$ cat src/rtl/geofence_feeder.sv
// geofence_feeder: sequences target points and a double-buffered fence polygon into a geofence core.
// Ports:
//   clk, reset           clock and asynchronous active-high reset
//   fence_we/idx/x/y     shadow vertex bank write (idx 6-7 ignored)
//   tgt_push/x/y         target point push into a 4-deep tagged FIFO
//   tgt_ready            FIFO not full
//   gf_x, gf_y           per-frame stream: head point, then active vertices 0-5
//   gf_valid/is_inside   geofence core result
//   res_valid/inside/tag registered result, tagged with its target's sequence number
//   err                  sticky WAIT timeout
module geofence_feeder (
  input  logic       clk,
  input  logic       reset,
  input  logic       fence_we,
  input  logic [2:0] fence_idx,
  input  logic [9:0] fence_x,
  input  logic [9:0] fence_y,
  input  logic       tgt_push,
  input  logic [9:0] tgt_x,
  input  logic [9:0] tgt_y,
  output logic       tgt_ready,
  output logic [9:0] gf_x,
  output logic [9:0] gf_y,
  input  logic       gf_valid,
  input  logic       gf_is_inside,
  output logic       res_valid,
  output logic       res_inside,
  output logic [3:0] res_tag,
  output logic       err
);
  typedef enum logic {S_FRAME, S_WAIT} state_t;
  state_t     state_q;
  logic [2:0] beat_q;
  logic [7:0] wcnt_q;
  logic [9:0] sh_x_q [6];
  logic [9:0] sh_y_q [6];
  logic [9:0] ac_x_q [6];
  logic [9:0] ac_y_q [6];
  logic [9:0] fx_q [4];
  logic [9:0] fy_q [4];
  logic [3:0] ft_q [4];
  logic [1:0] rd_q, wr_q;
  logic [2:0] cnt_q, cnt_d;
  logic [3:0] tag_q, ftag_q;
  logic       real_q;
  logic       empty, full, push, pop, beat0;
  logic [2:0] vidx;
  assign empty     = cnt_q == 3'd0;
  assign full      = cnt_q == 3'd4;
  assign beat0     = state_q == S_FRAME && beat_q == 3'd0;
  assign push      = tgt_push && !full;
  assign pop       = beat0 && !empty;
  assign cnt_d     = cnt_q + {2'b0, push} - {2'b0, pop};
  assign tgt_ready = !full;
  assign vidx      = beat_q - 3'd1;
  // Stream is a pure function of registered state: head (or 0,0 when empty) at beat 0,
  // active vertices on beats 1-6, zeros while waiting.
  assign gf_x = state_q != S_FRAME ? 10'd0 : beat_q == 3'd0 ? (empty ? 10'd0 : fx_q[rd_q]) : ac_x_q[vidx];
  assign gf_y = state_q != S_FRAME ? 10'd0 : beat_q == 3'd0 ? (empty ? 10'd0 : fy_q[rd_q]) : ac_y_q[vidx];
  always_ff @(posedge clk or posedge reset) begin
    if (reset) begin
      state_q    <= S_FRAME;
      beat_q     <= 3'd0;
      wcnt_q     <= 8'd0;
      rd_q       <= 2'd0;
      wr_q       <= 2'd0;
      cnt_q      <= 3'd0;
      tag_q      <= 4'd0;
      ftag_q     <= 4'd0;
      real_q     <= 1'b0;
      res_valid  <= 1'b0;
      res_inside <= 1'b0;
      res_tag    <= 4'd0;
      err        <= 1'b0;
      for (int i = 0; i < 6; i++) begin
        sh_x_q[i] <= 10'd0;
        sh_y_q[i] <= 10'd0;
        ac_x_q[i] <= 10'd0;
        ac_y_q[i] <= 10'd0;
      end
      for (int i = 0; i < 4; i++) begin
        fx_q[i] <= 10'd0;
        fy_q[i] <= 10'd0;
        ft_q[i] <= 4'd0;
      end
    end else begin
      res_valid <= 1'b0;
      cnt_q     <= cnt_d;
      if (fence_we && fence_idx < 3'd6) begin
        sh_x_q[fence_idx] <= fence_x;
        sh_y_q[fence_idx] <= fence_y;
      end
      if (push) begin
        fx_q[wr_q] <= tgt_x;
        fy_q[wr_q] <= tgt_y;
        ft_q[wr_q] <= tag_q;
        wr_q       <= wr_q + 2'd1;
        tag_q      <= tag_q + 4'd1;
      end
      if (pop)
        rd_q <= rd_q + 2'd1;
      if (state_q == S_FRAME) begin
        // Beat 0 fixes the frame: real/dummy, its tag, and the vertex snapshot.
        // The copy reads the pre-edge shadow, so a same-cycle write lands in the next frame.
        if (beat_q == 3'd0) begin
          real_q <= !empty;
          ftag_q <= ft_q[rd_q];
          for (int i = 0; i < 6; i++) begin
            ac_x_q[i] <= sh_x_q[i];
            ac_y_q[i] <= sh_y_q[i];
          end
        end
        beat_q <= beat_q == 3'd6 ? 3'd0 : beat_q + 3'd1;
        if (beat_q == 3'd6) begin
          state_q <= S_WAIT;
          wcnt_q  <= 8'd0;
        end
      end else if (gf_valid) begin
        state_q   <= S_FRAME;
        res_valid <= real_q;
        if (real_q) begin
          res_inside <= gf_is_inside;
          res_tag    <= ftag_q;
        end
      end else if (wcnt_q == 8'd254) begin
        // 255th consecutive WAIT cycle without a result: drop the frame.
        err     <= 1'b1;
        state_q <= S_FRAME;
      end else begin
        wcnt_q <= wcnt_q + 8'd1;
      end
    end
  end
endmodule

$ cat config.mk
export PLATFORM = sky130hd
export DESIGN_NAME = geofence_feeder
export DESIGN_NICKNAME = d
export VERILOG_FILES = /design/src/rtl/geofence_feeder.sv
export SDC_FILE = /design/constraint.sdc
export NUM_CORES = 1
export LEC_CHECK = 0
export BUFFER_PORTS_ARGS = -buffer_cell sky130_fd_sc_hd__buf_2
export CAP_MARGIN = 20
export CORE_MARGIN = 1
export CORE_UTILIZATION = 55
export CTS_CLUSTER_DIAMETER = 80
export CTS_CLUSTER_SIZE = 40
export DETAILED_ROUTE_END_ITERATION = 16
export PLACE_DENSITY = 0.75
export SLEW_MARGIN = 0
export SYNTH_ARGS = -nofsm -noshare
export SYNTH_HDL_FRONTEND = slang
export SYNTH_SLANG_ARGS = --single-unit
$ cat constraint.sdc
create_clock -name clk -period 11.7 [get_ports clk]
set_input_delay 2.34 -clock clk [delete_from_list [all_inputs] [get_ports clk]]
set_output_delay 2.34 -clock clk [all_outputs]
set_load 0.05 [all_outputs]
**Word level (Yosys, flattened, before mapping)**

Index checks and enable logic that the tools add are counted.

- Flip-flop bits (word level): 371
- Latch bits: 0
- Memory bits (writable): 0
- Bits in read-only memories: 0
- Output and inout bits: 28
- Word-level logic and storage cells: 133
- Memories kept: 0

- Add/sub/neg operators: 8
- Multiply operators: 0
- Divide/modulo/power cells: 0
- Magnitude comparators: 7
- Equal/unequal tests: 5
- Shift-type cells: 0
- Multiplexer cells: 43
- Bitwise logic cells: 6
- Reductions and logical operators: 15

Operator list:

| operator | number |
|---|---|
| 10-bit two-way mux | 16 |
| 60-bit bitwise mux | 2 |
| 40-bit bitwise mux | 2 |
| 10-bit binary-select mux with 3-bit select | 2 |
| 10-bit binary-select mux with 2-bit select | 2 |
| 8-bit two-way mux | 4 |
| 10-bit demux with 3-bit select | 1 |
| 10-bit demux with 2-bit select | 1 |
| 16-bit bitwise mux | 1 |
| 4-bit two-way mux | 3 |
| 3-bit AND reduction | 3 |
| 8-bit by 1-bit adder with 8-bit output, second input constant | 1 |
| 4-bit binary-select mux with 2-bit select | 1 |
| 4-bit demux with 2-bit select | 1 |
| 8-bit equality test, second input constant | 1 |
| 4-bit >= comparator, second input constant | 2 |
| 3-bit inverter with 4-bit output | 2 |
| 3-bit equality test, second input constant | 2 |
| 3-bit >= comparator, second input constant | 2 |
| 1-bit logical AND | 6 |
| 3-bit zero test | 2 |
| 1-bit two-way mux | 6 |
| 2-bit inverter with 3-bit output | 2 |
| 2-bit by 1-bit adder with 2-bit output, second input constant | 2 |
| other kinds (14) | 17 |

**Depth between registers and ports, before layout**

- Depth after elaboration: 7
- Mapped depth: 17

**Least setup slack after synthesis**

No wires, ideal clock.

- Path type: reg-to-output
- From: register beat_q[0]
- To: output port gf_y[8]
- Arrival: 3017 ps
- Slack: 6343 ps
- Stages on the path, launching flop included: 10
- Cell sequence: dfrtp_1 -> buf_2 -> buf_2 -> buf_2 -> inv_1 -> ha_1 -> or3_1 -> a21o_1 -> clkbuf_1 -> o221ai_1

- Longest elaborated chain between the ends: 7
- Elaborated cells on any way between the ends: 8
- Those cells by class: add/sub (1); mux (5); bitwise (1); reduce/logical (1)

Ends and longest elaborated chain:

| element | RTL line | RTL |
|---|---|---|
| start, declared | 33 | `logic [2:0] beat_q;` |
| start signal, assigned | 113 | `beat_q <= beat_q == 3'd6 ? 3'd0 : beat_q + 3'd1;` |
| 3-bit by 1-bit subtractor with 3-bit output | 55 | `assign vidx = beat_q - 3'd1;` |
| 3-bit inverter with 4-bit output (not written as such) | 59 | `assign gf_y = state_q != S_FRAME ? 10'd0 : beat_q == 3'd0 ? (empty ? 10'd0 : fy_q[rd_q]) : ac_y_q[vidx];` |
| 10-bit binary-select mux with 3-bit select | 59 |  |
| 10-bit two-way mux (not written as such) (2 in a row) | 59 |  |
| 10-bit two-way mux (*) (2 in a row) | 59 |  |
| end, declared | 23 | `output logic [9:0] gf_y,` |

Every way passes the cells marked *; elsewhere a longest branch is shown, timed or not. The select of a mux whose other input is x is not followed.

**Final worst setup path**

- From: register beat_q[1]
- To: output port gf_y[9]

The elaborated chain is that of the path after synthesis.

==> impl_results.md <==
- Status: completed
- Synth Instances: 1,018
- Seq pwr share: 0.414
- # placed instances: 1,435
- Chip Width: 173 microns
- Worst-Margin Slew: 995 ps
- WL per Instance: 21.3 microns
- Clk pwr share: 0.133
- Fin. max-slew vios: 0
- Top cell type's share of synthesized area: 0.578
- Die H: 173 microns
- Slowest cell on the critical path: buf_4
- RePlAce Congestion: 0.791
- FF-to-FF setup slack: 7890 ps
- HPWL Detailed: 19,700 microns
- Hold_buf cts: 0
- Critical Path RT: 9360 ps
- Worst skew pair latency: 530 ps
- Cts repair resizes: 0
- Starting DRT DRC Count: 459
- Most frequent cell after synthesis: dfrtp_1
- Critical path buffers and inverters: 4
- CTS tree: built
- Initial Util: 0.559
- Critical path's most frequent cell: buf_4
- Period utilisation layout: 0.491
- Detailed Route WL: 31,100 microns
- R2R Path End: cnt_q[2]
- Ys async rst share: 1.00
- Max_cap viols: 0
- Clock buffer depth: 3
- Layout area overhead: 7.48%
- RSZ-0062 raised after global routing: no
- Number of post-CTS setup repair buffers: 0
- Pre-Repair DR Iteration Count: 4
- Core area: 0.0287 sq mm
- Final hold vios: 0
- Final nets: 1,132
- Fin crit period: 5750 ps
- Sw frac: 0.374
- WHS Path Cells: 1
- Most instantiated cells after synthesis: 371 x dfrtp_1, 307 x mux2_2, 44 x mux4_2, 40 x mux2_4, 33 x inv_1
- Cell Chain, Critical Path: inv_1, ha_1, nor3b_2, buf_4, buf_4, nand3_1, o221ai_1, buf_2
- Setup crit end kind: output port
- Number of global-route vias before repair: 9,036
- Setup Skew: 26.2 ps
- Max Fclk: 174 MHz
- Count of final setup violators: 0
- Min-Delay Path Class: reg -> reg
- H-tree depth: 1
- Crit path launch type: register
- Total CTS buffers: 15
- DIE AREA: 0.0299 sq mm
- Largest cells by area after synthesis: dfrtp_1 58%, mux2_2 22%, mux4_2 6.2%, mux2_4 3.7%, mux2i_1 1.5%
- P_int: 3.21 mW
- Worst r2r path cells: 14
- GRT overflow: 0
- Vias per cell: 5.80
- Largest net degree at the start of global routing: 166
- Final instance area: 0.0173 sq mm
- Pre-CTS setup slack: 6500 ps
- Worst Slack Setup Final: 5950 ps
- CTS root buffer: clkbuf_16
- DRC: 0
- Leakage power: 7.62 nW
- Rel. slew slack: 0.337
- Port Buf Inserts: 76
- Area leader, netlist: dfrtp_1
- Finished Layout Cells: 1,461
- Clock sinks: 371
- First-pass GRT wire length: 51,700 microns
- Crit path arrival time: 3410 ps
- Post-synth EDFFs: 0
- Worst R2R Start: beat_q[1]
- P_sw: 1.92 mW
- Peak VDD IR: 0.239 mV
- Pwr dens: 297 mW/mm^2
- CP max stage delay: 660 ps
- Yosys reg bits: 371
- Synth Cell Area: 0.0161 sq mm
- Hold-critical path endpoint: err
- Top Ports: 77
- HP Start: err
- GRT Total Usage: 0.219
- Top Family by Delay on Critical Path: buffers and inverters
- Synth Flop Type: dfrtp_1
- Syn Nets: 1,082
- Worst-path maximum fanout: 55
- Comb power frac: 0.454
- Distinct cells, synth: 41
- Final TNS setup: 0 ps
- Total power: 5.13 mW
- Syn avg cell area: 15.8 sq um
- DP Area: 0.0168 sq mm
- Layout cells sized above 1: 0.484
- Clock Pin Slew Worst Setup and Hold Paths: 130 ps
- DRT antenna net count: 0
- FP Rows: 62
- Number of antenna violations at the first check in global routing: 3
- Seq/Total Area, Yosys: 0.578
- Vias: 8,467
- WS Path Type: reg -> out
- Yosys warns: 0
[flip-flops by register name (all words and copies together) (netlist names)]
register and cells:
ac_x_q 60, ac_y_q 60, beat_q 3, cnt_q 3, err 1, ft_q 16
ftag_q 4, fx_q 40, fy_q 40, rd_q 2, real_q 1, res_inside 1
res_tag 4, res_valid 1, sh_x_q 60, sh_y_q 60, state_q 1, tag_q 4
wcnt_q 8, wr_q 2
[how the worst max path moves through the flow]
stage | start | to | cells after the start
3_5_place_dp | beat_q[1] | gf_y[9] | 8
6_report | beat_q[1] | gf_y[9] | 8
2_1_floorplan | reset | ac_x_q[0] | 1
3_3_place_gp | beat_q[1] | gf_y[9] | 6
5_1_grt | beat_q[1] | gf_x[9] | 8
4_1_cts | beat_q[1] | gf_y[9] | 8
[layout make-up]
class                   instances  area [sq um]
inverters                      33           128
clock buffers                  17           393
flip-flops and latches        371          9290
clock inverters                 7           101
fillers                      2258         11400
multi-input cells             553          6320
diodes                          2          5.00
repair buffers                 94           548
well taps                     384           480
[cells by family after synthesis]
group	synth area share
XOR/XNOR	0.00436
multiplexers	0.329
flip-flops	0.578
AND/OR/NAND/NOR	0.0270
buffers and inverters	0.0302
adder cells (fa/ha/maj)	0.0122
AO/OA/AOI/OAI	0.0187
[power groups by stage]
stage                     clock, mW  combinational, mW  sequential, mW
after floorplan                   0               1.89            2.05
after global placement            0               2.28            2.12
after detailed placement          0               2.34            2.15
after CTS                     0.701               2.35            2.13
after global routing          0.745               2.48            2.20
final                         0.681               2.33            2.12
[routing by layer]
layer  share of wire  track usage  up-vias
li1                -            -     3794
met1            0.48        0.328     4542
met2            0.47        0.349       97
met3           0.028       0.0268       32
met4           0.016       0.0457        2
met5         0.00042            0        -
[stage by stage]
stage	util	hold WS [ps]
2_1_floorplan	-	451
3_3_place_gp	0.583	469
3_5_place_dp	0.584	473
4_1_cts	0.601	501
5_1_grt	0.601	514
6_report	0.601	488
[worst reg2reg max path, delay by kind of cell, from the launching register on]
family	cells	cell delay (ps)
adder cells (fa/ha/maj)	4	920
flip-flops	1	430
buffers and inverters	6	1620
AND/OR/NAND/NOR	2	500
XOR/XNOR	2	310
[layout by cell type (no fill, tap or decap), types with 5 or more instances in the layout]
master       n
a211oi_1     5
clkbuf_16   15
nand2_1     13
dfrtp_1    369
buf_4       16
mux2i_1     24
mux4_2      44
buf_2       76
nand3_1     28
mux2_2     307
ha_1        14
xnor2_1      8
o221ai_1    20
inv_1       32
mux2_4      40
No activity file was read; power rests on OpenSTA's default activity.
